[src/rtl/tl_traffic_gen.sv]
// TileLink-UL master traffic generator: LFSR-patterned Put/Get beats, up to
// MAX_OUTST in flight, each D response checked against a per-source slot table.
module tl_traffic_gen #(
   parameter int ADDR_W    = 32,
   parameter int DATA_W    = 64,
   parameter int SOURCE_W  = 4,
   parameter int MAX_OUTST = 4,
   parameter int CNT_W     = 16
) (
   input  logic                  clk,
   input  logic                  rst_n,
   input  logic                  start,
   input  logic                  abort,
   input  logic [1:0]            mode,
   input  logic [ADDR_W-1:0]     base_addr,
   input  logic [CNT_W-1:0]      num_txn,
   input  logic [31:0]           seed,
   output logic                  a_valid,
   input  logic                  a_ready,
   output logic [2:0]            a_opcode,
   output logic [2:0]            a_size,
   output logic [SOURCE_W-1:0]   a_source,
   output logic [ADDR_W-1:0]     a_address,
   output logic [DATA_W/8-1:0]   a_mask,
   output logic [DATA_W-1:0]     a_data,
   input  logic                  d_valid,
   output logic                  d_ready,
   input  logic [2:0]            d_opcode,
   input  logic [SOURCE_W-1:0]   d_source,
   input  logic                  d_denied,
   input  logic [DATA_W-1:0]     d_data,
   output logic                  busy,
   output logic                  done,
   output logic                  pass,
   output logic [15:0]           err_count
);
   localparam int DATA_BYTES = DATA_W / 8;
   localparam int SIZE_LOG   = $clog2(DATA_BYTES);
   localparam int OUT_W      = $clog2(MAX_OUTST + 1);

   typedef enum logic [2:0] {S_IDLE, S_WR, S_WR_DRAIN, S_RD, S_RD_DRAIN, S_DONE} state_t;
   state_t state, state_nxt, after_wr;

   logic [1:0]            mode_q;
   logic [ADDR_W-1:0]     base_q, addr_q;
   logic [CNT_W-1:0]      num_q, issued;
   logic [31:0]           seed_q, lfsr, lfsr_step, seed_in_nz, seed_load;
   logic                  abort_q, held;
   logic [SOURCE_W-1:0]   held_slot, free_sel, cur_slot;
   logic [OUT_W-1:0]      outstanding;
   logic [15:0]           err_q;

   logic [MAX_OUTST-1:0]  slot_busy, slot_get;
   logic [DATA_W-1:0]     slot_data [MAX_OUTST];
   logic [DATA_BYTES-1:0] slot_mask [MAX_OUTST];

   logic                  issue_st, is_rd, free_any, a_fire, d_fire, finished, phase_load;
   logic                  hit_busy, hit_get, resp_err;
   logic [DATA_BYTES-1:0] mask_raw, cur_mask, hit_mask;
   logic [DATA_W-1:0]     cur_data, hit_data, byte_en;

   // Valid/ready: a beat or response transfers on a rising edge where both are high;
   // once a_valid rises, every A field stays frozen until a_ready is seen.
   assign issue_st   = (state == S_WR) || (state == S_RD);
   assign is_rd      = (state == S_RD);
   assign busy       = issue_st || (state == S_WR_DRAIN) || (state == S_RD_DRAIN);
   assign d_ready    = busy;
   assign done       = (state == S_DONE);
   assign pass       = done && (err_q == 16'd0) && !abort_q;
   assign err_count  = err_q;

   assign a_valid    = issue_st && (held || ((issued < num_q) && free_any && !abort_q));
   assign cur_slot   = held ? held_slot : free_sel;
   assign a_fire     = a_valid && a_ready;
   assign d_fire     = d_valid && d_ready;
   assign finished   = (issued >= num_q) || abort_q;

   assign lfsr_step  = {1'b0, lfsr[31:1]} ^ (lfsr[0] ? 32'h8020_0003 : 32'h0);
   assign mask_raw   = DATA_BYTES'(lfsr);
   assign cur_mask   = (mode_q == 2'd3 && mask_raw != '0) ? mask_raw : '1;
   assign cur_data   = {(DATA_W/32){lfsr}};

   assign a_opcode   = !a_valid ? 3'd0 : is_rd ? 3'd4 : (mode_q == 2'd3) ? 3'd1 : 3'd0;
   assign a_size     = a_valid ? 3'(SIZE_LOG) : 3'd0;
   assign a_source   = a_valid ? cur_slot : '0;
   assign a_address  = a_valid ? addr_q : '0;
   assign a_mask     = a_valid ? cur_mask : '0;
   assign a_data     = (a_valid && !is_rd) ? cur_data : '0;

   assign seed_in_nz = (seed == 32'd0) ? 32'd1 : seed;
   assign seed_load  = (state == S_IDLE) ? seed_in_nz : seed_q;
   assign after_wr   = (abort_q || mode_q == 2'd0) ? S_DONE : S_RD;
   assign phase_load = ((state == S_IDLE) && start) || ((state_nxt == S_RD) && (state != S_RD));

   always_comb begin
      free_any = 1'b0;
      free_sel = '0;
      for (int s = MAX_OUTST - 1; s >= 0; s--) begin
         if (!slot_busy[s]) begin
            free_any = 1'b1;
            free_sel = SOURCE_W'(s);
         end
      end
   end

   // An out-of-range d_source matches no slot and so reads as "not busy".
   always_comb begin
      hit_busy = 1'b0;
      hit_get  = 1'b0;
      hit_data = '0;
      hit_mask = '0;
      byte_en  = '0;
      for (int s = 0; s < MAX_OUTST; s++) begin
         if (d_source == SOURCE_W'(s)) begin
            hit_busy = slot_busy[s];
            hit_get  = slot_get[s];
            hit_data = slot_data[s];
            hit_mask = slot_mask[s];
         end
      end
      for (int b = 0; b < DATA_BYTES; b++) byte_en[b*8 +: 8] = {8{hit_mask[b]}};
      resp_err = d_denied || !hit_busy || (d_opcode != (hit_get ? 3'd1 : 3'd0)) ||
                 (hit_get && (((d_data ^ hit_data) & byte_en) != '0));
   end

   always_comb begin
      state_nxt = state;
      unique case (state)
         S_IDLE:     if (start) state_nxt = (mode == 2'd1) ? S_RD : S_WR;
         S_WR:       if (!a_valid && finished) state_nxt = (outstanding != '0) ? S_WR_DRAIN : after_wr;
         S_WR_DRAIN: if (outstanding == '0) state_nxt = after_wr;
         S_RD:       if (!a_valid && finished) state_nxt = (outstanding != '0) ? S_RD_DRAIN : S_DONE;
         S_RD_DRAIN: if (outstanding == '0) state_nxt = S_DONE;
         S_DONE:     state_nxt = S_IDLE;
         default:    state_nxt = S_IDLE;
      endcase
   end

   always_ff @(posedge clk or negedge rst_n) begin
      if (!rst_n) begin
         state       <= S_IDLE;
         mode_q      <= 2'd0;
         base_q      <= '0;
         num_q       <= '0;
         seed_q      <= 32'd1;
         lfsr        <= 32'd1;
         addr_q      <= '0;
         issued      <= '0;
         abort_q     <= 1'b0;
         held        <= 1'b0;
         held_slot   <= '0;
         outstanding <= '0;
         err_q       <= '0;
      end else begin
         state <= state_nxt;
         if ((state == S_IDLE) && start) begin
            mode_q  <= mode;
            base_q  <= base_addr;
            num_q   <= num_txn;
            seed_q  <= seed_in_nz;
            err_q   <= '0;
            abort_q <= 1'b0;
         end
         if (abort && busy) abort_q <= 1'b1;
         held <= a_valid && !a_ready;
         if (a_valid && !a_ready) held_slot <= cur_slot;
         if (phase_load) begin
            lfsr   <= seed_load;
            addr_q <= (state == S_IDLE) ? base_addr : base_q;
            issued <= '0;
         end else if (a_fire) begin
            lfsr   <= lfsr_step;
            addr_q <= addr_q + ADDR_W'(DATA_BYTES);
            issued <= issued + CNT_W'(1);
         end
         if (a_fire && !(d_fire && hit_busy))      outstanding <= outstanding + OUT_W'(1);
         else if (!a_fire && d_fire && hit_busy)   outstanding <= outstanding - OUT_W'(1);
         if (d_fire && resp_err && err_q != 16'hFFFF) err_q <= err_q + 16'd1;
      end
   end

   // The accepted slot is always free and a freed slot is always busy, so they never collide.
   always_ff @(posedge clk or negedge rst_n) begin
      if (!rst_n) begin
         slot_busy <= '0;
         slot_get  <= '0;
         for (int s = 0; s < MAX_OUTST; s++) begin
            slot_data[s] <= '0;
            slot_mask[s] <= '0;
         end
      end else begin
         for (int s = 0; s < MAX_OUTST; s++) begin
            if (a_fire && cur_slot == SOURCE_W'(s)) begin
               slot_busy[s] <= 1'b1;
               slot_get[s]  <= is_rd;
               slot_data[s] <= cur_data;
               slot_mask[s] <= cur_mask;
            end else if (d_fire && hit_busy && d_source == SOURCE_W'(s)) begin
               slot_busy[s] <= 1'b0;
            end
         end
      end
   end
endmodule

[config.mk]
export PLATFORM = sky130hd
export DESIGN_NAME = tl_traffic_gen
export DESIGN_NICKNAME = d
export VERILOG_FILES = /design/src/rtl/tl_traffic_gen.sv
export SDC_FILE = /design/constraint.sdc
export NUM_CORES = 1
export LEC_CHECK = 0
export ABC_AREA = 1
export BUFFER_PORTS_ARGS = -buffer_cell sky130_fd_sc_hd__buf_2
export CORE_MARGIN = 3
export CORE_UTILIZATION = 58
export CTS_CLUSTER_SIZE = 10
export DETAILED_ROUTE_END_ITERATION = 10
export PLACE_DENSITY = 0.81
export SLEW_MARGIN = 15
export SYNTH_ARGS = -nofsm -noshare
export SYNTH_HDL_FRONTEND = slang
export SYNTH_SLANG_ARGS = --single-unit
[constraint.sdc]
create_clock -name clk -period 3.3 [get_ports clk]
set_input_delay 0.33 -clock clk [delete_from_list [all_inputs] [get_ports clk]]
set_output_delay 0.33 -clock clk [all_outputs]
set_load 0.005 [all_outputs]
# Word-level counts from Yosys, hierarchy flattened
# Cells that the tools add are included.
# totals
regBits	486
input_bits	160
output_inout_bits	135
wordCells	189
# classes
addsub	5
order_cmp	2
eq_ne	17
mux	69
bitwise	3
reduce_logical	64
# ops
cell	n
2-to-1 mux 64 bit	5
2-to-1 mux 32 bit	9
bitwise AND 64 bit	1
2-to-1 mux 16 bit	4
nonzero test 64 bit	1
bitwise XOR 64 bit	1
2-to-1 mux 8 bit	6
2-to-1 mux 3 bit	11
adder 16 x 1 -> 16 bit (second input constant)	2
adder 32 x 4 -> 32 bit (second input constant)	1
logical NOT 32 bit	1
bitwise XOR 31 x 32 -> 32 bit	1
logical AND 1 bit	29
2-to-1 mux 1 bit	25
== test 4 x 2 -> 1 bit (second input constant)	4
>= comparator 16 bit	1
logical NOT 16 bit	1
< comparator 16 bit	1
2-to-1 mux 4 bit	4
!= test 16 bit (second input constant)	1
nonzero test 2 bit	8
case mux 3 bit (5 select lines)	1
logical OR 1 bit	10
== test 3 x 2 -> 1 bit (second input constant)	3
16 further kinds	29

# Logic depth before layout (Yosys ltp)
# logic_depth
ltp_word	16
mapped_depth	23
depth_no_buf	20

# Worst setup path after synthesis
# Ideal clock, no wire load.
# synth_path
kind	in2reg
startpoint	in d_source[3]
endpoint	reg outstanding[1]
setup_ns	0.125
arrival_ns	2.346
t_required_ns	3.175
slack_ns	0.829
cell_stages	12
path_buffers	3
path_cell_list	nor2_1 > buf_2 > buf_2 > buf_2 > nand2_1 > o211ai_1 > o221ai_1 > nor2_1 > inv_1 > nand2_1 > fa_1 > mux2_2
# synth_via
elab_chain_len	9
elab_cells_between_ends	14
cone_classes	3 x eq/ne; 5 x mux; 6 x reduce/logical
# synth_lines
item	line	source
start: declaration	29	input logic [SOURCE_W-1:0] d_source,
logical NOT 4 bit	114	if (d_source == SOURCE_W'(s)) begin
2-to-1 mux 1 bit (3 in series)	114	
2-to-1 mux 1 bit *	114	
logical AND 1 bit	176	if (a_fire && !(d_fire && hit_busy)) outstanding <= outstanding + OUT_W'(1);
logical NOT 1 bit	176	
logical AND 1 bit	176	
2-to-1 mux 3 bit / nonzero test 2 bit (equally long branches)	-	
end signal: assignment	176	
end signal: assignment	177	else if (!a_fire && d_fire && hit_busy) outstanding <= outstanding - OUT_W'(1);
end: declaration	50	logic [OUT_W-1:0] outstanding;
# Every way passes the cells marked *; elsewhere a longest branch is shown, timed or not.
# A chain may end at the register's enable or synchronous reset.

# Worst setup path in the final report
# layout_path
startpoint	reg err_q[1], in the netlist err_count[1]
endpoint	reg err_q[1], in the netlist err_count[1]
# layout_via
elab_chain_len	3
elab_cells_between_ends	5
cone_classes	1 x add/sub; 1 x eq/ne; 1 x mux; 2 x reduce/logical
# layout_lines
item	line	source
start: declaration	51	logic [15:0] err_q;
start signal: assignment	178	if (d_fire && resp_err && err_q != 16'hFFFF) err_q <= err_q + 16'd1;
parallel branches: the longest is 3 deep, another holds adder 16 x 1 -> 16 bit	-	
# Several ways; the timed one is not identified.

==> run metrics <==
status=finished clean; fmax=approximately 330 MHz; Synth Instances=roughly 2.8k; CP Capture Type=register; reg2reg start=err_count[1]; Detail Placement HPWL=38,200 um; aggregate global routing overflow=0; Area Growth Syn to Fin=14.7%; XOR/XNOR Fraction of Synth Area=0.0115; R2R depth=13; Sum Neg Setup Slack=0 ps; Yosys warnings=0; worst vdd ir=0.573 mV; Fin. Hold Viols=0; Mapped Avg Cell Area=7.20 um2; crit start category=register; drt first pass iters=6; sequential area share after synthesis=0.452; wire per inst=16.3 um; vias per inst=5.62; Max Buffers Root-to-Sink=3; Post-Synth Adder-Cell Area=0.0143; die area=36,400 um2; H-tree Lvls=2; simple-gate share of the synthesized area=0.308; final worst slack=241 ps; mux contribution to synthesized area=0.00114; final slew viol count=0; Max-Cap Viols=0; crit path cell chain=ha_1 -> nand4_1 -> nor2_1 -> nand2_1 -> nor2_1 -> nand4_1 -> nor3_1 -> nand3_1 -> o21bai_1 -> clkinvlp_4 -> nand2_4 -> nand3_1 -> nand2_1; Place WS=275 ps; crit path from=err_count[1]; CTS Buf Count=42; worst-margin pin slew=1070 ps; largest area contributor in the netlist=dfrtp_1; CTS clk-pin slew, worst paths=roughly 60 ps; CTS tree=built; # DRC=0; largest fanout on the critical path=17; Worst Path Required=3770 ps; CTS root buffer=clkbuf_16; diode count=0; CP arrival=3530 ps; post-layout util=0.677; Main synth FF type=dfrtp_1; worst skew pair latency=530 ps; Antenna Nets Post-Route=0; largest family of logic cells by synthesized area=simple AND/OR/NAND/NOR gates; Vias=19.2k; synth top area cells=dfrtp_1 (45%), nand2_1 (15%), o21ai_0 (9.5%), nand3_1 (8.0%), inv_1 (6.1%); max incr delay on CP=around 440 ps; Core Rows=67; top cells by count, synth=nand2_1 (811), o21ai_0 (377), dfrtp_1 (356), inv_1 (321), nand3_1 (318); vias in the first global route=18.2k; WL final=55,800 um; most frequent cell after synthesis=nand2_1; Compound-Gate Fraction of Synth Area=0.107; I/O Buffers=292; Final min period=3060 ps; Tot GR Track Use=0.303; endpoint of the worst-slack reg-to-reg timing path=err_count[1]; pin count of the biggest net entering global routing=127; HP Class=primary input to register; io pins=295; number of distinct library cells after synthesis=44; synthesis-stage register bit count=358; Post-synth ARST share=1.00; Yosys top cell area share=0.449; worst setup path endpoint=err_count[1]; Final Skew=between 15 and 20 ps; Initial Utilization=0.590; nets=3,140; Post-synth EDFFs=0; Final GP Congestion=0.917; die width=about 190 um; Starting DRT DRC Count=1,864; PD cells=a little over 800 nW/um2; headroom to the max-slew limit=0.284; Leak=11.9 nW; layout cells sized above 1=0.141; first-pass GRT wire length=90,700 um; Final Cycle Share=0.927; setup slack, reg-to-reg=between 200 and 250 ps; Die H=around 190 um; critical path class=register to register; Syn Std Cell Area=approximately 20,000 um2; CORE AREA=33,600 um2; unrepaired setup endpoints after global routing=false; antenna violations before repair=2; Final Setup Violations=0; CP max-delay cell=dfrtp_1; Post-CTS Setup Repair Bufs=0; clk sinks=358
## logic make-up (layout without fill, tap and decap cells)
| logic type | after synthesis | count (layout) |
|---|---|---|
| AO/OA/AOI/OAI | 413 | 413 |
| XOR/XNOR | 26 | 26 |
| adder cells (fa/ha/maj) | 22 | 22 |
| buffers and inverters | 507 | 723 |
| flip-flops | 358 | 358 |
| multiplexers | 2 | 2 |
| other | 1 | 2 |
| AND/OR/NAND/NOR | 1424 | 1424 |
## how the worst min path moves through the flow
stage / startpoint / endpoint / slack, ps / depth (start not counted)
4_1_cts: num_txn[12] / num_q[12] / 2 / 3
2_1_floorplan: rst_n / abort_q / 30 / 0
5_1_grt: num_txn[2] / num_q[2] / 20 / 3
6_report: num_txn[12] / num_q[12] / 20 / 3
3_5_place_dp: rst_n / num_q[4] / 380 / 1
3_3_place_gp: rst_n / num_q[4] / 370 / 1
## registers in the layout (all words and copies together), names as in the netlist, 4 cells and up
signal	flops
slot_busy	4
addr_q	32
lfsr	32
slot_get	4
slot_mask	32
base_q	32
held_slot	4
issued	16
num_q	16
slot_data	128
seed_q	32
err_count	16
## power breakdown
group | switching [mW] | internal [mW]
sequential | 1.13 | 6.22
combinational | 4.62 | 2.28
clock | 1.72 | 2.45
total | 7.47 | 10.9
## routing by layer
metal	vias up	GRT usage	routed length [um]
met5	-	0	27
met4	4	0.0954	1490
met3	123	0.0460	4840
li1	9191	-	-
met1	8960	0.426	23600
met2	942	0.488	25800
## timing repair
action	4_1_cts	5_1_grt
hold buffers	5	0
endpoints found under the setup margin	16	92
resized for setup	2	10
hold endpoints to repair	78	0
cloned	0	0
## cell usage in the layout, fill, tap and decap left out, types with 3 or more instances in the layout
cell / Yosys / routed
nand3b_1: 43 / 43
buf_4: 38 / 28
nor2_1: 170 / 163
inv_2: 7 / 8
dfrtp_1: 356 / 356
buf_12: 0 / 11
o31ai_1: 3 / 3
a21oi_1: 9 / 9
buf_2: 39 / 291
nand2_2: 1 / 6
ha_1: 21 / 21
or2_2: 3 / 3
nor4_1: 11 / 11
o211ai_1: 7 / 7
nor3b_1: 3 / 3
xor2_1: 24 / 24
clkbuf_16: 0 / 45
nand2_4: 1 / 4
nor3_1: 21 / 21
o22ai_1: 4 / 4
nand3_1: 318 / 316
nand2_1: 811 / 803
dlygate4sd3_1: 0 / 5
o21ai_0: 377 / 377
nor2_2: 3 / 8
clkbuf_1: 85 / 9
inv_1: 321 / 320
nand4_1: 36 / 36
## critical path, delay by kind of cell, from the launching register on
kind,cells,cell delay [ps]
compound gates,1,250
buf+inv,1,370
simple gates,10,1690
flops,1,440
fa+ha+maj,1,230
## final cells by class
type	count	area (um2)
clock buffer	55	1170
inverter	330	1240
tap	448	561
timing repair buffer	337	1970
fill	2851	10900
multi-input combinational	1889	8840
sequential	358	8960
clock inverter	1	7.51
## per-stage QoR
stage          instances  hold slack [ps]  instance area, um2  total power [mW]
6_report            3418             18.8               22700              18.4
5_1_grt             3418             17.9               22700              19.8
4_1_cts             3418             1.54               22700              18.4
3_5_place_dp        3357              377               21500              14.1
3_3_place_gp        3357              368               21500              13.8
2_1_floorplan       2754             34.4               19800              11.8
Power figures use the tool's default switching activity.
